===== config.mk =====
export PLATFORM = sky130hd
export DESIGN_NAME = ula_seq_ctrl
export DESIGN_NICKNAME = d
export VERILOG_FILES = /design/src/rtl/ula_seq_ctrl_pkg.sv /design/src/rtl/ula_seq_ctrl_btn_debounce.sv /design/src/rtl/ula_seq_ctrl.sv
export SDC_FILE = /design/constraint.sdc
export NUM_CORES = 1
export LEC_CHECK = 0
export CAP_MARGIN = 20
export CORE_MARGIN = 2
export CORE_UTILIZATION = 38
export DETAILED_ROUTE_END_ITERATION = 16
export GPL_ROUTABILITY_DRIVEN = 1
export PLACE_DENSITY = 0.66
export SYNTH_ARGS = -nofsm -noshare
export SYNTH_HDL_FRONTEND = slang
export SYNTH_SLANG_ARGS = --single-unit

===== constraint.sdc =====
create_clock -name clk -period 1.8 [get_ports clk]
set_input_delay 0.36 -clock clk [delete_from_list [all_inputs] [get_ports clk]]
set_output_delay 0.36 -clock clk [all_outputs]
set_load 0.05 [all_outputs]

===== src/rtl/ula_seq_ctrl_pkg.sv =====
// Shared definitions for the ULA operand/opcode sequencer: data width,
// opcode codes and FSM state encodings.
package ula_seq_ctrl_pkg;

  localparam int ULA_W = 4;

  localparam logic [3:0] OP_SOMA = 4'd0;
  localparam logic [3:0] OP_DIV  = 4'd3;
  localparam logic [3:0] OP_NB   = 4'd15;

  typedef enum logic [2:0] {
    S_A    = 3'd0,
    S_B    = 3'd1,
    S_OP   = 3'd2,
    S_EXEC = 3'd3,
    S_DONE = 3'd4
  } state_t;

endpackage


===== src/rtl/ula_seq_ctrl_btn_debounce.sv =====
// LOAD button conditioning: 2-flop synchroniser, stable-high counter and
// an armed one-shot so a held button yields exactly one pulse.
module btn_debounce #(
  parameter int DEB_CYCLES = 4
) (
  input  logic clk,
  input  logic rst_n,
  input  logic btn,
  output logic ld_pulse
);

  localparam int CW = $clog2(DEB_CYCLES + 1);
  localparam logic [CW-1:0] CNT_MAX = CW'(DEB_CYCLES);

  logic          sync1;
  logic          lvl;
  logic          armed;
  logic [CW-1:0] cnt;

  // The pulse is visible for the cycle in which the counter sits at its
  // terminal value; the disarm on the following edge keeps it single-cycle.
  assign ld_pulse = armed && (cnt == CNT_MAX);

  // Synchroniser, saturating stable-high counter and re-arm tracking.
  always_ff @(posedge clk or negedge rst_n) begin
    if (!rst_n) begin
      sync1 <= 1'b0;
      lvl   <= 1'b0;
      cnt   <= '0;
      armed <= 1'b0;
    end else begin
      sync1 <= btn;
      lvl   <= sync1;
      if (!lvl)
        cnt <= '0;
      else if (cnt != CNT_MAX)
        cnt <= cnt + 1'b1;
      if (!lvl)
        armed <= 1'b1;
      else if (ld_pulse)
        armed <= 1'b0;
    end
  end

endmodule


===== src/rtl/ula_seq_ctrl.sv =====
// Operand/opcode sequencer in front of the ULA result mux. Loads A, B and
// the opcode from the switch bus on successive LOAD presses, then captures
// the ULA result and flags for display.
//
// state  | meaning
// S_A    | waiting for LOAD to capture operand A
// S_B    | waiting for LOAD to capture operand B
// S_OP   | waiting for LOAD to capture the opcode
// S_EXEC | one clock: latch ULA result, overflow and div-by-zero
// S_DONE | result valid; LOAD starts a new sequence
module ula_seq_ctrl
  import ula_seq_ctrl_pkg::*;
#(
  parameter int W          = ULA_W,
  parameter int DEB_CYCLES = 4
) (
  input  logic         clk,
  input  logic         rst_n,
  input  logic [W-1:0] sw,
  input  logic         btn_load,
  input  logic         btn_clr,
  input  logic [W-1:0] ula_out,
  input  logic         ula_ov,
  output logic [W-1:0] a,
  output logic [W-1:0] b,
  output logic [3:0]   op,
  output logic [W-1:0] res,
  output logic         res_ov,
  output logic         res_err,
  output logic         res_valid,
  output logic [2:0]   state_o
);

  state_t state;
  state_t state_nx;
  logic   ld_pulse;
  logic   ld_a;
  logic   ld_b;
  logic   ld_op;
  logic   ld_res;

  btn_debounce #(.DEB_CYCLES(DEB_CYCLES)) u_deb (
    .clk      (clk),
    .rst_n    (rst_n),
    .btn      (btn_load),
    .ld_pulse (ld_pulse)
  );

  // State register.
  always_ff @(posedge clk or negedge rst_n) begin
    if (!rst_n)
      state <= S_A;
    else
      state <= state_nx;
  end

  // Next state and register load enables; clear wins and swallows any pulse.
  always_comb begin
    state_nx = state;
    ld_a     = 1'b0;
    ld_b     = 1'b0;
    ld_op    = 1'b0;
    ld_res   = 1'b0;
    if (btn_clr) begin
      state_nx = S_A;
    end else begin
      case (state)
        S_A:    if (ld_pulse) begin ld_a  = 1'b1; state_nx = S_B;    end
        S_B:    if (ld_pulse) begin ld_b  = 1'b1; state_nx = S_OP;   end
        S_OP:   if (ld_pulse) begin ld_op = 1'b1; state_nx = S_EXEC; end
        S_EXEC: begin ld_res = 1'b1; state_nx = S_DONE; end
        S_DONE: if (ld_pulse) state_nx = S_A;
        default: state_nx = S_A;
      endcase
    end
  end

  // Operand and result holding registers.
  always_ff @(posedge clk or negedge rst_n) begin
    if (!rst_n) begin
      a       <= '0;
      b       <= '0;
      op      <= '0;
      res     <= '0;
      res_ov  <= 1'b0;
      res_err <= 1'b0;
    end else if (btn_clr) begin
      a       <= '0;
      b       <= '0;
      op      <= '0;
      res     <= '0;
      res_ov  <= 1'b0;
      res_err <= 1'b0;
    end else begin
      if (ld_a)  a  <= sw;
      if (ld_b)  b  <= sw;
      if (ld_op) op <= sw[3:0];
      if (ld_res) begin
        res     <= ula_out;
        res_ov  <= ula_ov;
        res_err <= (op == OP_DIV) && (b == '0);
      end
    end
  end

  assign res_valid = (state == S_DONE);
  assign state_o   = state;

endmodule

# After elaboration in Yosys (flattened, before gate mapping)
# Index checks and enable logic that the tools add are counted.
[totals]
elab_cells = 65
ramBits = 0
memories = 0
out_inout_bits = 22
romBits = 0
register_bits = 27
inputBits = 13
latch_bits = 0
[op_classes]
n_mul = 0
order_cmp = 0
reduce_logical = 9
bitwise = 0
mux = 31
addsub = 1
eq_ne = 13
div = 0
shift = 0
[op_table]
columns = ["op", "count"]
rows = [
  ["4-bit two-way mux", 8],
  ["3-bit two-way mux", 7],
  ["1-bit two-way mux", 15],
  ["3-bit case mux with 5 select lines", 1],
  ["3-bit != test, second input constant", 4],
  ["2-bit nonzero test", 4],
  ["3-bit by 2-bit equality test with 1-bit output, second input constant", 2],
  ["3-bit equality test, second input constant", 2],
  ["4-bit by 2-bit equality test with 1-bit output, second input constant", 1],
  ["4-bit zero test", 1],
  ["2-bit != test, second input constant", 2],
  ["4-bit AND reduction", 1],
  ["3-bit by 1-bit adder with 3-bit output, second input constant", 1],
  ["3-bit by 1-bit equality test with 1-bit output, second input constant", 1],
  ["3-bit zero test", 1],
  ["3-bit by 2-bit != test with 1-bit output, second input constant", 1],
  ["1-bit logical AND", 2],
]

# Longest topological paths before layout
# Gate-level depths: netlist of run 1.
[depth]
depth_word = 7
ltp_mapped = 5
mapped_depth_nobuf = 5

# Modules after synthesis
# From an unflattened synthesis of run 1, not the netlist that was laid out.
[unflattened]
hier_cells = 99
hier_area_um2 = 1187.4
[by_module_without_submodules]
columns = ["module", "seq_area_each_um2", "cells_per_inst", "n_inst", "area_per_inst_um2"]
rows = [
  ["ula_seq_ctrl", 525.5, 76, 1, 933.4],
  ["btn_debounce", 150.1, 23, 1, 254.0],
]

# Worst setup path before layout of run 1
# Ideal clock, no wire load.
[synth_timing]
path_type = "reg-to-output"
startpoint = "reg state[2] (netlist: state_o[2])"
endpoint = "out res_valid"
path_stages_with_launch = 2
n_path_buf = 0
required_ns = 1.440
arrival_ns = 1.933
slack_ns = -0.493
cell_sequence = "dfrtp_1 > nor3b_1"
[synth_via]
elab_chain_len = 1
[synth_lines]
columns = ["item", "line_no", "rtl"]
rows = [
  ["from (decl)", "ula_seq_ctrl.sv:34", "state_t state;"],
  ["from (signal assigned)", "ula_seq_ctrl.sv:54", "state <= state_nx;"],
  ["3-bit equality test", "ula_seq_ctrl.sv:106", "assign res_valid = (state == S_DONE);"],
  ["to (decl)", "ula_seq_ctrl.sv:30", "output logic res_valid,"],
]
# Every way passes these cells.

# Final worst setup path of run 1
[layout_timing]
startpoint = "reg state[0] (netlist: state_o[0])"
endpoint = "out res_valid"
# The elaborated chain is that of the path after synthesis.

==> results of run 1 <==
==> cell families (layout without fill, tap and decap cells) <==
| group | count (synthesis) | after routing | synth area share |
|---|---|---|---|
| adder cells (fa/ha/maj) | 2 | 2 | 0.0207 |
| multiplexers | 18 | 18 | 0.149 |
| flip-flops | 27 | 27 | 0.559 |
| XOR/XNOR | 1 | 1 | 0.00725 |
| AND/OR/NAND/NOR | 43 | 43 | 0.208 |
| buffers and inverters | 7 | 46 | 0.0228 |
| AO/OA/AOI/OAI | 6 | 6 | 0.0331 |
==> worst paths after layout <==
path | startpoint | slack [ps] | to | cells past startpoint
min | u_deb.sync1 | 370 | u_deb.lvl | 0
max in group asynchronous | rst_n | 1150 | u_deb.cnt[0] | 2
max reg2reg | u_deb.cnt[0] | 210 | a[0] | 5
min reg2reg | u_deb.sync1 | 370 | u_deb.lvl | 0
min in group asynchronous | rst_n | 390 | state_o[2] | 2
max | state_o[0] | 100 | res_valid | 2
==> metal layers <==
metal  vias to the layer above  GRT usage  routed length (um)
met5                         -          0                   0
met4                         0     0.0667                  36
met3                         4     0.0299                 132
met2                        29      0.270                1200
met1                       432      0.211                1230
li1                        435          -                   -
==> metrics by stage <==
stage / power (mW) / worst slack, ps / instances / cell area (sq um)
after floorplan: 0.725 / 2.19 / 104 / 1210
after global placement: 0.797 / 227 / 183 / 1600
after detailed placement: 0.804 / 166 / 183 / 1600
after CTS: 1.07 / 41.8 / 187 / 1620
after global routing: 1.11 / 37.2 / 187 / 1630
final: 1.06 / 98.6 / 187 / 1630
==> registers in the layout (all words and copies together), names as in the netlist <==
| name | cells |
|---|---|
| u_deb.armed | 1 |
| a | 4 |
| u_deb.cnt | 3 |
| u_deb.sync1 | 1 |
| res | 4 |
| state_o | 3 |
| res_ov | 1 |
| u_deb.lvl | 1 |
| res_err | 1 |
| b | 4 |
| op | 4 |
==> synthesized netlist by cell type (2+ instances only) <==
cell type,instances
clkbuf_1,2
nor2_1,6
nand2_1,7
mux2i_1,18
nor3_1,2
nand3b_1,2
inv_1,4
nand3_1,2
nor2b_1,2
nand2b_1,16
dfrtp_1,27
ha_1,2
==> final cells by class <==
cell class	instances	area, sq um
fillers	290	1400
multi-input cells	70	517
repair buffers	38	340
well taps	44	55.1
clock buffers	4	26.3
inverters	4	15.0
flip-flops and latches	27	676
==> report_power, final <==
part           switching, mW  internal (mW)  total, mW
Sequential            0.0185          0.623      0.642
Combinational         0.0753         0.0736      0.149
Clock                  0.177         0.0870      0.264
Total                  0.271          0.784       1.06
==> worst max-delay path: stages (launching register included) <==
cell,delay [ps]
dfrtp_1,540
nor3b_4,300
buf_12,170
==> timing repair <==
action | 4_1_cts | 5_1_grt
endpoints found under the setup margin | 0 | 1
hold buffers | 0 | 0
resized for setup | 0 | 1
==> results.py, run 1 <==
metrics = {
    "outcome": {
        "status": "complete, no violations",
    },
    "setup_path": {
        "worstPathArrival_ps": 1340,
        "crit_fanout": 7,
        "startpoint_type": "register",
        "cp_data_required_time_ps": 1440,
        "endpoint_kind": "primary output",
        "crit_type": "reg -> out",
    },
    "final_layout": {
        "final_common_cell": "dfrtp_1",
        "area_growth_syn_to_layout_pct": 34.8,
        "final_util": 0.538,
        "layout-drive-gt1-share": 0.217,
        "antenna_cells": 0,
        "final_cell_mix": "dfrtp_1, buf_4, mux2i_1",
        "finish.net_count": 159,
    },
    "route": {
        "num_vias": 900,
        "vias_per_cell": 4.81,
        "wire_per_inst_um": 13.9,
        "first_pass_iters": 4,
        "drc": 0,
        "drt_iter0_drc": 18,
        "wl_um": 2600,
        "ant_nets": 0,
    },
    "placed_design": {
        "portBuffers": 34,
        "dp_hpwl_um": 1990,
        "gp_congestion": 0.714,
    },
    "clock_tree": {
        "cts_htree_levels": 1,
        "clockBufferDepth": 2,
        "cts.sinks": 27,
        "clk_pin_slew_ps": 140,
        "post_cts_buffers": 0,
        "cts_tree": "yes",
        "cts_made_buffers": 3,
        "root_buffer": "clkbuf_4",
        "clk_latency_ps": 330,
    },
    "floorplan": {
        "die_y_um": 60.4,
        "rows": 20,
        "dieArea_sq_um": 3650,
        "core_sq_um": 3030,
        "io_pins": 35,
        "die_w_um": 60.4,
        "initial_utilization": 0.399,
    },
    "synthesis": {
        "synth.distinct_cells": 26,
        "synthCells": 104,
        "synth_edf_count": 0,
        "netlist.area_leader.share": 0.559,
        "async_flop_share": 1.00,
        "synthTopCellsByArea": "dfrtp_1, mux2i_1, nand2b_1",
        "synth_area_per_cell_sq_um": 11.6,
        "yosys_warnings": 0,
        "synth.ff_latch_count": 27,
        "yosys.area.top_type": "dfrtp_1",
        "synth_ff_type": "dfrtp_1",
        "syn-num-nets": 119,
        "netlist_area_sq_um": 1210,
        "synth_seq_area_share": 0.559,
    },
    "power_and_ir_drop": {
        "cellPowerDensity_nw_per_um2": 648,
        "ir_drop_mv": 0.346,
        "leakagePower_nw": 0.837,
    },
    "sta": {
        "finalSetupTns_ps": 0,
        "slew_headroom": 0.678,
        "finalMaxSlewViolations": 0,
        "hold_slack_ps": 374,
        "rsz0062_at_grt": "false",
        "maxClockFrequency_mhz": 588,
        "fin_crit_ps": 1700,
        "finClkSkew_ps": 8.22,
        "fin_crit_sh": 0.945,
        "worst_slew_pin_slew_ps": 482,
        "setup-violations-final": 0,
        "hold_viol": 0,
    },
    "grt": {
        "antenna_found_initial": 0,
        "first_global_vias": 928,
        "gr-total-overflow": 0,
        "grt_start_max_net_pins": 28,
        "grt.total_usage": 0.163,
        "grt_pass1_wl_um": 4330,
    },
    "job": {
        "cap_violations": 0,
    },
    "min_path": {
        "hold_path_class": "reg -> reg",
    },
}
Power figures use the tool's default switching activity.
==> inputs of run 2 (changes only) <==
--- a/config.mk
+++ b/config.mk
@@ -6,11 +6,10 @@
 export NUM_CORES = 1
 export LEC_CHECK = 0
 export CAP_MARGIN = 20
-export CORE_MARGIN = 2
 export CORE_UTILIZATION = 38
 export DETAILED_ROUTE_END_ITERATION = 16
 export GPL_ROUTABILITY_DRIVEN = 1
-export PLACE_DENSITY = 0.66
+export PLACE_DENSITY = 0.77
 export SYNTH_ARGS = -nofsm -noshare
 export SYNTH_HDL_FRONTEND = slang
 export SYNTH_SLANG_ARGS = --single-unit
==> results.py, run 2 (synthesis results as in run 1) <==
metrics = {
    "power_and_ir_drop": {
        "clkPwrFrac": 0.242,
        "ir_drop_mv": 0.297,
        "comb_power_share": 0.140,
        "cellPowerDensity_nw_per_um2": 647,
        "swShare": 0.248,
        "p_sw_mw": 0.258,
        "leakagePower_nw": 0.832,
        "pwr-share-seq": 0.617,
        "p_int_mw": 0.779,
    },
    "setup_path": {
        "endpoint_kind": "primary output",
        "cpPeakStageDelay_ps": 510,
        "path_delay_family": "flip-flops",
        "worstPathCellList": "nor3b_2 -> buf_12",
        "worstPathArrival_ps": 1320,
        "worst-path-buf-inv": 1,
        "cp_data_required_time_ps": 1440,
        "crit_fanout": 7,
        "crit_type": "reg -> out",
        "startpoint_type": "register",
        "cp_slowest_cell": "dfrtp_1",
    },
    "floorplan": {
        "core_sq_um": 3030,
        "die_w_um": 58.4,
        "dieArea_sq_um": 3410,
        "rows": 20,
        "initial_utilization": 0.399,
        "die_y_um": 58.4,
        "io_pins": 35,
    },
    "grt": {
        "first_global_vias": 901,
        "grt.total_usage": 0.155,
        "gr-total-overflow": 0,
        "grt_start_max_net_pins": 28,
        "grt_pass1_wl_um": 4060,
        "antenna_found_initial": 0,
    },
    "sta": {
        "rsz0062_at_grt": "false",
        "finalSetupTns_ps": 0,
        "setup-violations-final": 0,
        "maxClockFrequency_mhz": 596,
        "fin_crit_ps": 1680,
        "finClkSkew_ps": 2.53,
        "fin_crit_sh": 0.932,
        "hold_viol": 0,
        "slew_headroom": 0.683,
        "finalMaxSlewViolations": 0,
        "worst_slew_pin_slew_ps": 473,
        "hold_slack_ps": 367,
    },
    "placed_design": {
        "place_area_sq_um": 1580,
        "portBuffers": 34,
        "gp_congestion": 0.739,
        "dp_hpwl_um": 1840,
    },
    "clock_tree": {
        "clockBufferDepth": 2,
        "post_cts_resized": 0,
        "postCtsHoldBufs": 0,
        "cts.sinks": 27,
        "root_buffer": "clkbuf_4",
        "cts_htree_levels": 1,
        "cts_made_buffers": 3,
        "clk_latency_ps": 320,
        "cts_tree": "yes",
        "clk_pin_slew_ps": 130,
        "post_cts_buffers": 0,
    },
    "route": {
        "vias_per_cell": 4.77,
        "first_pass_iters": 4,
        "wire_per_inst_um": 13.0,
        "wl_um": 2420,
        "num_vias": 887,
        "ant_nets": 0,
        "drt_iter0_drc": 19,
        "drc": 0,
    },
    "final_layout": {
        "num-fill-cells": 270,
        "layout-drive-gt1-share": 0.211,
        "antenna_cells": 0,
        "final_common_cell": "dfrtp_1",
        "final_cell_mix": "dfrtp_1, buf_4, mux2i_1",
        "design_area_sq_um": 1600,
        "area_growth_syn_to_layout_pct": 32.6,
        "finish.net_count": 158,
    },
    "outcome": {
        "status": "complete, no violations",
    },
    "min_path": {
        "hold_path_class": "reg -> reg",
    },
    "job": {
        "cap_violations": 0,
    },
}
==> run 2: changes by cell type in the layout (fill, tap and decap cells not counted) <==
cell     before  now
buf_12        2    1
nor3b_2       0    1
nor3b_4       2    1
==> run 2: power groups by stage <==
stage | registers (mW) | logic [mW] | clock network (mW)
2_1_floorplan | 0.664 | 0.0614 | 0
3_3_place_gp | 0.650 | 0.140 | 0
3_5_place_dp | 0.652 | 0.147 | 0
4_1_cts | 0.641 | 0.148 | 0.261
5_1_grt | 0.644 | 0.162 | 0.289
6_report | 0.640 | 0.146 | 0.251
==> run 2: final timing paths <==
| check | end | slack, ps | cells past startpoint | from |
|---|---|---|---|---|
| worst max-delay path | res_valid | 120 | 2 | state_o[0] |
| worst min-delay path | u_deb.lvl | 370 | 0 | u_deb.sync1 |
| worst max register to register | a[0] | 220 | 5 | u_deb.cnt[0] |
| worst min register to register | u_deb.lvl | 370 | 0 | u_deb.sync1 |
| max in group asynchronous | b[1] | 1150 | 2 | rst_n |
| min in group asynchronous | u_deb.cnt[0] | 400 | 2 | rst_n |
==> run 2: area by class of cell <==
cell class	instances	area, sq um	area share
sequential	27	676	0.422
multi-input combinational	70	510	0.319
timing repair buffer	37	320	0.200
tap	44	55.1	0.0343
clock buffer	4	26.3	0.0164
inverter	4	15.0	0.00937
==> run 2: layer usage <==
metal,vias up,part of all wire,GRT usage
met4,0,0.012,0.0612
li1,428,-,-
met5,-,0,0
met2,27,0.49,0.263
met1,428,0.44,0.200
met3,4,0.052,0.0242
==> run 2: per-stage QoR <==
stage,worst slack (ps),instances,total power [mW],utilization
final,123,186,1.04,0.529
after detailed placement,201,182,0.799,0.521
after global placement,244,182,0.790,0.521
after floorplan,2.19,104,0.725,-
after global routing,43.6,186,1.09,0.529
after CTS,111,186,1.05,0.529
==> inputs of run 3 (changes only) <==
==> constraint.sdc (replaced) <==
create_clock -name clk -period 1.8 [get_ports clk]
set_input_delay 0.27 -clock clk [delete_from_list [all_inputs] [get_ports clk]]
set_output_delay 0.27 -clock clk [all_outputs]
set_load 0.05 [all_outputs]
==> results.py, run 3 (synthesis results as in run 1) <==
metrics = {
    "floorplan": {
        "initial_utilization": 0.399,
        "dieArea_sq_um": 3410,
        "io_pins": 35,
        "rows": 20,
        "die_y_um": 58.4,
        "die_w_um": 58.4,
        "core_sq_um": 3030,
    },
    "outcome": {
        "status": "complete, no violations",
    },
    "final_layout": {
        "antenna_cells": 0,
        "final_cell_mix": "dfrtp_1, mux2i_1, buf_4",
        "final_common_cell": "dfrtp_1",
        "finish.net_count": 159,
        "final_util": 0.542,
        "layout-drive-gt1-share": 0.161,
        "instances_no_fill": 187,
        "area_growth_syn_to_layout_pct": 35.7,
    },
    "setup_path": {
        "worstPathCellList": "clkdlybuf4s50_1",
        "crit_type": "reg -> out",
        "startpoint_type": "register",
        "worstSetupPathDepth": 1,
        "endpoint_kind": "primary output",
        "r2r_cells": 5,
        "cp_slowest_cell": "clkdlybuf4s50_1",
        "worst-path-buf-inv": 1,
        "cpPeakStageDelay_ps": 800,
        "path_delay_family": "buffers and inverters",
        "worstPathArrival_ps": 1480,
        "crit_fanout": 2,
        "cp_data_required_time_ps": 1530,
    },
    "route": {
        "wl_um": 2550,
        "num_vias": 901,
        "vias_per_cell": 4.82,
        "drc": 0,
        "dr_wl_met2_um": 1310,
        "ant_nets": 0,
        "drt_iter0_drc": 18,
        "wl_met3_um": 114,
        "top_layer_used": "met4",
        "wl_met1_um": 1080,
        "wire_per_inst_um": 13.7,
        "first_pass_iters": 4,
    },
    "sta": {
        "maxClockFrequency_mhz": 573,
        "fin_crit_ps": 1750,
        "finalSetupTns_ps": 0,
        "rsz0062_at_grt": "false",
        "finClkSkew_ps": 2.52,
        "setup-violations-final": 0,
        "hold_slack_ps": 315,
        "finalMaxSlewViolations": 0,
        "slew_headroom": 0.660,
        "worst_slew_pin_slew_ps": 509,
        "fin_crit_sh": 0.970,
        "hold_viol": 0,
    },
    "placed_design": {
        "gp_congestion": 0.729,
        "dp_cells": 183,
        "dp_hpwl_um": 1990,
        "portBuffers": 34,
    },
    "power_and_ir_drop": {
        "clkPwrFrac": 0.242,
        "swShare": 0.249,
        "ir_drop_mv": 0.297,
        "power_mw": 1.04,
        "comb_power_share": 0.141,
        "p_int_mw": 0.780,
        "cellPowerDensity_nw_per_um2": 633,
        "leakagePower_nw": 0.924,
        "pwr-share-seq": 0.617,
        "p_sw_mw": 0.258,
    },
    "clock_tree": {
        "cts_htree_levels": 1,
        "clk_latency_ps": 310,
        "post_cts_resized": 2,
        "cts_tree": "yes",
        "clockBufferDepth": 2,
        "postCtsHoldBufs": 0,
        "clk_pin_slew_ps": 140,
        "root_buffer": "clkbuf_4",
        "post_cts_buffers": 0,
        "cts.sinks": 27,
        "cts_made_buffers": 3,
    },
    "job": {
        "cap_violations": 0,
    },
    "grt": {
        "grt_start_max_net_pins": 28,
        "first_global_vias": 942,
        "grt_pass1_wl_um": 4250,
        "grt.total_usage": 0.166,
        "antenna_found_initial": 0,
        "gr-total-overflow": 0,
    },
    "min_path": {
        "hold_path_class": "in -> async",
    },
}
## run 3: cell types whose count changed in the layout (fill, tap and decap cells not counted)
cell | previous run | this run
buf_4 | 24 | 17
dlymetal6s2s_1 | 0 | 5
dlygate4sd2_1 | 0 | 2
clkdlybuf4s50_1 | 12 | 13
## run 3: through the flow
step | area, sq um | setup WS [ps]
2_1_floorplan | 1210 | 34.1
3_3_place_gp | 1600 | 310
3_5_place_dp | 1600 | 249
4_1_cts | 1630 | 16.7
5_1_grt | 1640 | 0.567
6_report | 1640 | 53.7
## run 3: final timing paths
kind | start | to | slack, ps
worst max register to register | u_deb.cnt[0] | a[0] | 240
max in group asynchronous | rst_n | state_o[1] | 1240
worst min-delay path | rst_n | b[3] | 310
worst min register to register | u_deb.sync1 | u_deb.lvl | 370
worst max-delay path | res[3] | res[3] | 50
min in group clk | u_deb.sync1 | u_deb.lvl | 370
## run 3: layout make-up
type                            count  area [sq um]
Tap cell                           44          55.1
Sequential cell                    27           676
Timing Repair Buffer               38           358
Multi-Input combinational cell     70           510
Fill cell                         272          1390
Clock buffer                        4          26.3
Inverter                            4          15.0
## run 3: power by group through the flow
stage                     Sequential (mW)  Combinational (mW)  Clock (mW)
after floorplan                     0.664              0.0614           0
after global placement              0.650               0.142           0
after detailed placement            0.652               0.148           0
after CTS                           0.640               0.149       0.261
after global routing                0.644               0.161       0.297
final                               0.640               0.146       0.251
## run 3: per-layer routing
layer | up-vias | GRT usage
met4 | 0 | 0.0782
li1 | 429 | -
met3 | 6 | 0.0286
met2 | 30 | 0.284
met1 | 436 | 0.205
met5 | - | 0
==> patch 1 (config.mk and constraints of run 2) <==
Make the reset (`rst_n`) synchronous in 3 clocked blocks.
--- a/src/rtl/ula_seq_ctrl_btn_debounce.sv
+++ b/src/rtl/ula_seq_ctrl_btn_debounce.sv
@@ -22,7 +22,7 @@
   assign ld_pulse = armed && (cnt == CNT_MAX);
 
   // Synchroniser, saturating stable-high counter and re-arm tracking.
-  always_ff @(posedge clk or negedge rst_n) begin
+  always_ff @(posedge clk) begin
     if (!rst_n) begin
       sync1 <= 1'b0;
       lvl   <= 1'b0;
--- a/src/rtl/ula_seq_ctrl.sv
+++ b/src/rtl/ula_seq_ctrl.sv
@@ -47,7 +47,7 @@
   );
 
   // State register.
-  always_ff @(posedge clk or negedge rst_n) begin
+  always_ff @(posedge clk) begin
     if (!rst_n)
       state <= S_A;
     else
@@ -76,7 +76,7 @@
   end
 
   // Operand and result holding registers.
-  always_ff @(posedge clk or negedge rst_n) begin
+  always_ff @(posedge clk) begin
     if (!rst_n) begin
       a       <= '0;
       b       <= '0;
Formal check against the unedited RTL: differs if rst_n is asserted again (counterexample within 10 cycles, from zero or initial values and one cycle with rst_n low); with rst_n held inactive, the same outputs for 10 cycles.
==> patch 1 against run 2 <==
Final area down 9.8%; critical endpoint unchanged; setup slack better by 51 ps; non-clock buffer count unchanged; sequential share of layout area down 4.8 points; area after synthesis down 9.7%; largest cell class unchanged; register-to-register slack worse by 30 ps; synthesized cell count up 7.7%; sequential cell count unchanged; wire length down 8.2%.
Power is not compared: it rests on default switching activity, and its combinational part moved more than twofold at a synthesized area within 25%.
==> patch 1: results <==
status:
  status: "finished, final reports clean"
global_routing:
  use_met2_pct: 27.4
  grt_pass1_wl_um: 3820
  met3_usage_pct: 3.02
  grt_pass1_vias: 895
worst_setup_path:
  cp_slowest_cell: "dfxtp_1"
  crit_fanout: 6
  cpPeakStageDelay_ps: 370
  crit_arrival_ps: 1270
  crit_family: "simple AND/OR/NAND/NOR gates"
finish:
  fillers: 235
  layout-drive-gt1-share_pct: 22.4
  layout.nets: 163
sta:
  worstMarginPinSlew_ps: 425
  worst_clock_skew_ps: 3.06
synth:
  synthFlopType: "dfxtp_1"
  syn_nets: 127
  synth_area_leaders: "dfxtp_1 (50%), mux2i_1 (16%), nand2_1 (7.2%), nor2_1 (3.4%), ha_1 (2.3%)"
  synthAdderAreaFrac_pct: 2.29
  synth-compound-area-share_pct: 2.75
  async_flop_share_pct: 0
  synth.distinct_cells: 29
  synthMuxAreaShare_pct: 16.6
routing:
  vias_per_cell: 4.94
placed_design:
  dpl.hpwl_um: 1770
worst_hold_path:
  holdPathStages: 1
-- patch 1: area by class of cell --
| cell class | instances | share of cell area (%) |
|---|---|---|
| clock buffers | 3 | 1.56 |
| repair buffers | 37 | 22.2 |
| multi-input cells | 77 | 35.3 |
| inverters | 2 | 0.519 |
| flip-flops and latches | 27 | 37.4 |
| well taps | 31 | 2.68 |
| clock inverters | 1 | 0.346 |
-- patch 1: power by group through the flow --
stage	sequential, W	combinational (W)	clock [W]
2_1_floorplan	0.000617	0.0000184	0
3_5_place_dp	0.000618	0.0000530	0
6_report	0.000604	0.0000527	0.000259
5_1_grt	0.000606	0.0000575	0.000294
3_3_place_gp	0.000617	0.0000518	0
4_1_cts	0.000605	0.0000532	0.000271
-- patch 1: cells by family after synthesis --
| kind of cell | count (synthesis) |
|---|---|
| buffers and inverters | 8 |
| and+or+nand+nor | 51 |
| adders and majority gates | 2 |
| AOI/OAI and AO/OA | 5 |
| muxes | 18 |
| xor gates and xnor gates | 1 |
| DFF | 27 |
-- patch 1: stage by stage --
stage | area (µm²) | hold slack (ps) | setup slack [ps] | cells | power [W]
after floorplan | 1090 | 412 | 84.9 | 112 | 0.000636
after global placement | 1420 | 414 | 82.0 | 174 | 0.000669
after detailed placement | 1420 | 428 | 51.5 | 174 | 0.000671
after CTS | 1450 | 449 | 163 | 178 | 0.000929
after global routing | 1450 | 474 | 61.4 | 178 | 0.000957
final | 1450 | 445 | 174 | 178 | 0.000916
-- patch 1: final timing paths --
check | startpoint | to | slack, ps
max | state_o[0] | res_valid | 170
max reg2reg | u_deb.cnt[0] | op[2] | 190
min | u_deb.lvl | u_deb.armed | 450
min reg2reg | u_deb.lvl | u_deb.armed | 450
-- patch 1: routing by layer --
layer  vias to the layer above  wire, µm
met5                         -         0
met4                         0        51
met3                         6        68
met2                        20      1180
met1                       410       924
li1                        443         -
==> patch 2 (flow settings as in run 2) <==
Without the edit above. `DEB_CYCLES` is set to 4 in 2 places; all go to 8.
--- a/src/rtl/ula_seq_ctrl_btn_debounce.sv
+++ b/src/rtl/ula_seq_ctrl_btn_debounce.sv
@@ -1,7 +1,7 @@
 // LOAD button conditioning: 2-flop synchroniser, stable-high counter and
 // an armed one-shot so a held button yields exactly one pulse.
 module btn_debounce #(
-  parameter int DEB_CYCLES = 4
+  parameter int DEB_CYCLES = 8
 ) (
   input  logic clk,
   input  logic rst_n,
--- a/src/rtl/ula_seq_ctrl.sv
+++ b/src/rtl/ula_seq_ctrl.sv
@@ -12,7 +12,7 @@
   import ula_seq_ctrl_pkg::*;
 #(
   parameter int W          = ULA_W,
-  parameter int DEB_CYCLES = 4
+  parameter int DEB_CYCLES = 8
 ) (
   input  logic         clk,
   input  logic         rst_n,
Formal check against the unedited RTL: not equivalent (Yosys sat finds a counterexample within 10 cycles, from zero or initial values and one cycle with rst_n low).
==> patch 2 against run 2 <==
Maximum frequency down 2.1%; wire length up 5.1%; clock skew up 11 ps; final area up 6.2%; power up 9.9%; largest cell class unchanged; non-clock buffer count down 1; clock power up 61%; sequential share of layout area down 0.98 points; area after synthesis up 5.5%; sequential cell count up 1; setup slack worse by 35 ps.
==> patch 2: results <==
synth:
  synth_area_leaders: "dfrtp_1 (55%), mux2i_1 (15%), nand2b_1 (8.8%), ha_1 (2.0%), nand4b_4 (1.9%)"
  synth_cells: 107
  synth_top_area_cell: "dfrtp_1"
  async_flop_share_pct: 100
  synth_commonest_cells: "dfrtp_1 (28), mux2i_1 (19), nand2b_1 (18)"
  syn_nets: 122
  yosys_warnings: 0
  ys_seq_area_share_pct: 55.0
worst_hold_path:
  hold_path_end: "u_deb.lvl"
worst_setup_path:
  rrSetupSlack_ps: 90
  cpPeakStageDelay_ps: 500
  crit_arrival_ps: 1920
  r2r_cells: 5
  reg2reg_to: "b[1]"
  crit_family: "simple AND/OR/NAND/NOR gates"
  r2r-start: "u_deb.cnt[0]"
  crit_fanout: 6
  cp_slowest_cell: "or3_1"
  crit_type: "reg2reg"
finish:
  layout-drive-gt1-share_pct: 23.2
  layout.nets: 158
  fillers: 286
  multi_input_area_um2: 561
  instances_no_fill: 186
placed_design:
  port_buffers: 34
  dpl.hpwl_um: 1930
  place_area_um2: 1650
  dp.cells: 182
  pre_cts_slack_ps: 46.2
  gp_congestion: 0.727
sta:
  worstMarginPinSlew_ps: 455
  worst_clock_skew_ps: 13.4
clock_network:
  clock_latency_ps: 330
  clk_pin_slew_ps: 150
  cts_buffer_depth: 2
  numCtsBuffers: 3
  htree_levels: 1
  ctsRootBufferMaster: "clkbuf_4"
global_routing:
  grt_usage_pct: 15.8
  grt_pass1_vias: 915
  grt_max_degree: 29
  grt_pass1_wl_um: 4110
status:
  status: "finished, final reports clean"
power_and_ir_drop:
  p_leak_nw: 0.846
  vdd_ir_drop_max_uv: 292
routing:
  first_pass_iters: 4
  vias_per_cell: 4.84
  drt_iter0_drc: 12
  wl_per_cell_um: 13.7
==> patch 2: kinds of logic after synthesis <==
group / synth area share [%]
simple gates: 21.7
flops: 55.0
mux: 15.8
buf+inv: 2.26
compound gates: 1.96
xor+xnor: 1.37
fa+ha+maj: 1.96
==> patch 2: metal layers <==
| metal | part of all wire (%) | GRT usage, % |
|---|---|---|
| met1 | 45 | 18.6 |
| met2 | 50 | 28.3 |
| met3 | 3.3 | 2.16 |
| met4 | 1.1 | 6.98 |
| met5 | 0 | 0 |
==> patch 2: worst reg2reg max path, stage by stage, from the launching register on <==
cell	delay [ps]
dfrtp_1	430
inv_1	100
ha_1	240
nand4b_4	160
or3_1	500
mux2i_1	160
==> patch 2: per-stage QoR <==
step / hold WS, ps / total power, W
after floorplan: 64.4 / 0.000692
after global placement: 337 / 0.000743
after detailed placement: 344 / 0.000747
after CTS: 378 / 0.00115
after global routing: 392 / 0.00119
final: 373 / 0.00114
==> patch 2: worst max path at each step <==
stage / to / slack (ps)
floorplan: res_valid / 140
global placement: a[2] / 150
detailed placement: a[1] / 50
CTS: a[1] / 8
global route: b[1] / 3
finish: b[1] / 90
==> patch 2: cell type report <==
type / instances / share of cell area [%]
Sequential cell: 28 / 41.2
Multi-Input combinational cell: 72 / 32.9
Timing Repair Buffer: 36 / 19.1
Tap cell: 44 / 3.24
Clock inverter: 1 / 1.76
Clock buffer: 3 / 1.32
Inverter: 2 / 0.441
==> patch 2: where the power goes <==
part | switching (W) | total [W] | internal [W]
logic | 0.0000405 | 0.0000898 | 0.0000493
clock network | 0.000180 | 0.000405 | 0.000225
registers | 0.00000764 | 0.000645 | 0.000637
total | 0.000228 | 0.00114 | 0.000912
